## config.mk

```make
export PLATFORM = sky130hd
export DESIGN_NAME = icache_responder
export DESIGN_NICKNAME = d
export VERILOG_FILES = /design/src/rtl/icache_responder.sv
export SDC_FILE = /design/constraint.sdc
export NUM_CORES = 1
export LEC_CHECK = 0
export CAP_MARGIN = 0
export CORE_MARGIN = 1
export CORE_UTILIZATION = 60
export DETAILED_ROUTE_END_ITERATION = 16
export PLACE_DENSITY = 0.78
export SKIP_CTS_REPAIR_TIMING = 1
export SYNTH_ARGS = -nofsm -noshare
export SYNTH_HDL_FRONTEND = slang
export SYNTH_SLANG_ARGS = --single-unit
```

## constraint.sdc

```tcl
create_clock -name i_clk -period 7.5 [get_ports i_clk]
set_clock_uncertainty 0.1 [all_clocks]
set_input_delay 1.875 -clock i_clk [delete_from_list [all_inputs] [get_ports i_clk]]
set_output_delay 1.875 -clock i_clk [all_outputs]
set_load 0.01 [all_outputs]
```

## src/rtl/icache_responder.sv

```systemverilog
// -----------------------------------------------------------------------------
// icache_responder
//
// Direct-mapped, one-word-per-block instruction cache sitting between the
// pipelined datapath (fetch side) and the memory controller (fill side).
// Hits are answered combinationally; misses are filled with a single-word
// request/wait handshake. There is no write path.
//
// Optional build macro: ICACHE_STATS_EN
//   When defined, adds o_hit_count / o_miss_count performance counters.
//
// Ports
//   i_clk         system clock, all state changes on the rising edge
//   i_rst         asynchronous, active-high reset
//   i_imemren     datapath fetch request
//   i_imemaddr    fetch byte address (bits [1:0] ignored)
//   o_ihit        requested word valid this cycle
//   o_imemload    instruction word, 0 when o_ihit=0
//   i_iflush      invalidate all frames
//   o_iren        read request to memory controller
//   o_iaddr       word-aligned fill address, 0 outside a fill
//   i_iwait       memory busy; i_iload is valid when low during a fill
//   i_iload       fill data from memory
//   o_hit_count   (ICACHE_STATS_EN) cycles with o_ihit=1, wraps
//   o_miss_count  (ICACHE_STATS_EN) fills started, wraps
// -----------------------------------------------------------------------------
module icache_responder #(
    parameter int SETS    = 16,
    parameter int INDEX_W = $clog2(SETS),
    parameter int TAG_W   = 30 - INDEX_W
) (
    input  logic        i_clk,
    input  logic        i_rst,
    input  logic        i_imemren,
    input  logic [31:0] i_imemaddr,
    output logic        o_ihit,
    output logic [31:0] o_imemload,
    input  logic        i_iflush,
    output logic        o_iren,
    output logic [31:0] o_iaddr,
    input  logic        i_iwait,
    input  logic [31:0] i_iload
`ifdef ICACHE_STATS_EN
    ,
    output logic [31:0] o_hit_count,
    output logic [31:0] o_miss_count
`endif
);

    typedef enum logic {
        ST_IDLE  = 1'b0,
        ST_FETCH = 1'b1
    } state_t;

    state_t r_state;
    state_t w_state_next;

    // Word address (byte address >> 2) of the fill in flight.
    logic [29:0]      r_fill_addr;

    logic [SETS-1:0]  r_valid;
    logic [TAG_W-1:0] r_tag  [SETS];
    logic [31:0]      r_data [SETS];

    logic [INDEX_W-1:0] w_idx;
    logic [TAG_W-1:0]   w_tag;
    logic [INDEX_W-1:0] w_fill_idx;
    logic [TAG_W-1:0]   w_fill_tag;
    logic               w_ihit;
    logic               w_start_fill;
    logic               w_fill_we;
    logic               w_unused_lsbs;

    assign w_idx      = i_imemaddr[INDEX_W+1:2];
    assign w_tag      = i_imemaddr[31:INDEX_W+2];
    assign w_fill_idx = r_fill_addr[INDEX_W-1:0];
    assign w_fill_tag = r_fill_addr[29:INDEX_W];

    // Byte-offset bits never take part in lookup or fill addressing.
    assign w_unused_lsbs = ^i_imemaddr[1:0];

    // A hit is only reported from IDLE so a completing fill is never
    // answered in the same cycle it is written; flush masks hits outright.
    assign w_ihit = i_imemren & ~i_iflush & (r_state == ST_IDLE)
                  & r_valid[w_idx] & (r_tag[w_idx] == w_tag);

    assign o_ihit     = w_ihit;
    assign o_imemload = w_ihit ? r_data[w_idx] : 32'd0;

    always_comb begin
        w_state_next = r_state;
        w_start_fill = 1'b0;
        w_fill_we    = 1'b0;
        o_iren       = 1'b0;
        o_iaddr      = 32'd0;
        case (r_state)
            ST_IDLE: begin
                // Flush wins over a simultaneous miss.
                if (i_imemren && !w_ihit && !i_iflush) begin
                    w_state_next = ST_FETCH;
                    w_start_fill = 1'b1;
                end
            end
            ST_FETCH: begin
                o_iren  = 1'b1;
                o_iaddr = {r_fill_addr, 2'b00};
                if (i_iflush) begin
                    // In-flight data is discarded even if it arrives now.
                    w_state_next = ST_IDLE;
                end else if (!i_iwait) begin
                    w_fill_we    = 1'b1;
                    w_state_next = ST_IDLE;
                end
            end
            default: w_state_next = ST_IDLE;
        endcase
    end

    always_ff @(posedge i_clk or posedge i_rst) begin
        if (i_rst) begin
            r_state     <= ST_IDLE;
            r_fill_addr <= '0;
        end else begin
            r_state <= w_state_next;
            if (w_start_fill) begin
                r_fill_addr <= i_imemaddr[31:2];
            end
        end
    end

    always_ff @(posedge i_clk or posedge i_rst) begin
        if (i_rst) begin
            r_valid <= '0;
        end else if (i_iflush) begin
            r_valid <= '0;
        end else if (w_fill_we) begin
            r_valid[w_fill_idx] <= 1'b1;
        end
    end

    // Tag/data need no reset: the valid bits alone qualify their contents.
    always_ff @(posedge i_clk) begin
        if (w_fill_we) begin
            r_tag[w_fill_idx]  <= w_fill_tag;
            r_data[w_fill_idx] <= i_iload;
        end
    end

`ifdef ICACHE_STATS_EN
    always_ff @(posedge i_clk or posedge i_rst) begin
        if (i_rst) begin
            o_hit_count  <= 32'd0;
            o_miss_count <= 32'd0;
        end else begin
            if (w_ihit) begin
                o_hit_count <= o_hit_count + 32'd1;
            end
            if (w_start_fill) begin
                o_miss_count <= o_miss_count + 32'd1;
            end
        end
    end
`endif

endmodule
```

==> flow_summary.toml <==
[clocking]
cts_sinks = 975
cts.path.max_buffers = 3
cts_max_level = 3
numCtsBuffers = 94
clkSlewWorstSetupHoldPaths_ns = 0.06
cts_tree = "built"
root_buffer = "clkbuf_16"
insertion_delay_ns = 0.65

[worst_setup_path]
startpoint_type = "primary input"
cp_max_fo = 22
cp-end-kind = "output port"
arrival_ns = 5.58
worstPathRequired_ns = 5.53
critical_path_class = "in2out"

[timing]
worst_slack_ns = -0.0544
fin_tns_setup_ns = -0.163
final-setup-viol-count = 7
worst-slew-pin-transition_ns = 1.03
timing.fmax_mhz = 132
timing.final.hold_violations = 0
slew_headroom_pct = 30.9
drv_slew = 0
fin_crit_ns = 7.55
post-route-period-util_pct = 101

[layout]
drive_above_1_share_pct = 28.4
area_delta_synth_final_pct = 16.1
nets = 1962
final_common_cell = "edfxtp_1"
layout_common_cells = "edfxtp_1 (928), mux4_2 (265), clkdlybuf4s50_1 (126)"
final_cell_area_um2 = 44100

[logic_synthesis]
synth_mux_area_share_pct = 18.0
yosysWarningCount = 0
synth-xor-area-share_pct = 0.693
synth_seq_area_share_pct = 76.6
syn-cell-area_um2 = 37900
yosysTopAreaCellShare_pct = 73.5
postSynthCellCount = 1659
synthAdderAreaFrac_pct = 0
synthSimpleGateAreaFrac_pct = 2.62
ys.flop_type = "edfxtp_1"
synth_largest_area_cell = "edfxtp_1"
synth_edf_count = 928
ys_seq_elements = 975
synthTopCellsByArea = "edfxtp_1 (73%), mux4_2 (16%), dfrtp_1 (3.1%)"
synth-compound-area-share_pct = 0.910
synth_top_family_by_area = "multiplexers"
yosys.cell_types.count = 51
synth-async-reset-ratio_pct = 4.82
postSynthAreaPerCell_um2 = 22.9

[flow_run]
drv_cap = 0

[power]
seqPwrFrac_pct = 53.7
p_leak_nw = 14.2
switching_share_pct = 20.9
internal_power_mw = 9.25
p_clk_share_pct = 40.7
switchingPower_mw = 2.45
cellPowerDensity_nw_per_um2 = 266
combPwrFrac_pct = 5.6
peakVddDrop_v = 0.000212
power_mw = 11.7

[detailed_routing]
drt_first_iter_violations = 2067
vias_per_cell = 6.58
first_pass_iters = 6
drc = 0
ant_nets = 0
wl_mm = 88.4
via_count = 18500
routedWlPerCell_um = 31.5

[floorplanning]
rows = 91
initial_core_util_pct = 61.1
die_w_um = 253
core_um2 = 62100
io_pins = 135
die-area_um2 = 64200
die-height_um = 253

[place]
detailed_place_hpwl_mm = 45.7
dpl_cell_area_um2 = 40800
dpl_worst_slack_ns = -0.0487
gp_congestion = 0.830
numPortBuffers = 130

[grt]
antenna_found_initial = 1
grt_max_degree = 113
grtUsageTotal_pct = 28.3
grt.overflow.total = 0
first_global_vias = 19100
grt_pass1_wl_mm = 128

[worst_hold_path]
min_path_type = "reg2reg"

[run_status]
status = "finished, violations left"
violations = "setup timing"
## layer usage
layer	global-route usage (%)	part of all wire, %	up-vias
met1	39.7	39	9783
li1	-	-	7448
met5	0	0.015	-
met2	45.9	50	1064
met4	9.04	2.7	2
met3	5.21	8.9	183
## worst paths after layout
kind	start	endpoint	slack (ns)	depth (start not counted)
worst max-delay path	i_imemaddr[4]	o_imemload[6]	-0.05	14
worst min-delay path	r_valid[3]	r_valid[3]	0.40	2
worst max register to register	r_tag[4][23]	r_fill_addr[28]	3.37	10
worst min register to register	r_valid[3]	r_valid[3]	0.40	2
max in group asynchronous	i_rst	r_valid[10]	5.13	3
min in group asynchronous	i_rst	r_fill_addr[16]	1.63	3
## area by class of cell
cell class	count	area, µm²
tap	837	1050
sequential	975	29000
multi-input combinational	591	8570
inverter	6	23.8
antenna	1	2.50
timing repair buffer	225	2250
clock inverter	53	581
fill	3492	18000
clock buffer	122	2530
## sequential cells by signal, summed over array words and instances, names as in the netlist
register / cells
r_data: 512
r_tag: 416
r_valid: 16
r_fill_addr: 30
r_state: 1
## power by group through the flow
stage	Sequential, mW	Clock (mW)	Combinational, mW
2_1_floorplan	6.33	0	0.393
3_3_place_gp	6.38	0	0.624
3_5_place_dp	6.40	0	0.635
4_1_cts	6.28	4.82	0.643
5_1_grt	6.30	5.01	0.688
6_report	6.29	4.77	0.653
## cells in the mapped netlist, types with 2 or more instances
| library cell | n |
|---|---|
| edfxtp_1 | 928 |
| mux4_2 | 265 |
| dfrtp_1 | 47 |
| nor2_1 | 46 |
| clkbuf_1 | 41 |
| mux2i_1 | 36 |
| nor2b_1 | 35 |
| and2_1 | 32 |
| buf_2 | 29 |
| mux2_4 | 29 |
| xnor2_1 | 16 |
| nor3_1 | 14 |
| xor2_1 | 14 |
| nand2_1 | 12 |
| a221oi_1 | 10 |
| a22o_1 | 10 |
| buf_4 | 8 |
| nand2b_1 | 8 |
| nand3_1 | 7 |
| nand4_1 | 7 |
| buf_6 | 5 |
| inv_1 | 5 |
| nor4_1 | 5 |
| a21oi_1 | 4 |
| buf_1 | 4 |
| mux2_2 | 4 |
| o22ai_1 | 4 |
| o32ai_1 | 4 |
| nand3b_1 | 3 |
| or2_2 | 3 |
| nor3b_1 | 2 |
| nor4b_1 | 2 |
| o21ai_0 | 2 |
## metrics by stage
step,hold slack [ns],util [%],instances
2_1_floorplan,0.361,-,1660
4_1_cts,0.399,70.8,2804
5_1_grt,0.415,71.0,2809
3_3_place_gp,0.373,65.8,2629
6_report,0.402,71.0,2810
3_5_place_dp,0.384,65.8,2629
## cells by family after synthesis
logic type	after synthesis
XOR/XNOR	30
AO/OA/AOI/OAI	43
AND/OR/NAND/NOR	182
buffers and inverters	94
multiplexers	334
flip-flops	975
other	1
## worst max-delay path: stages
cell             delay (ns)
buf_4                  0.31
nor2b_1                0.64
buf_4                  0.31
a221oi_2               0.08
xor2_1                 0.22
buf_4                  0.15
nand4_1                0.12
nor4_2                 0.39
buf_4                  0.18
nand3_2                0.13
buf_4                  0.25
buf_12                 0.16
nor2b_1                0.14
clkdlybuf4s50_1        0.59
(Power assumes the default switching activity.)
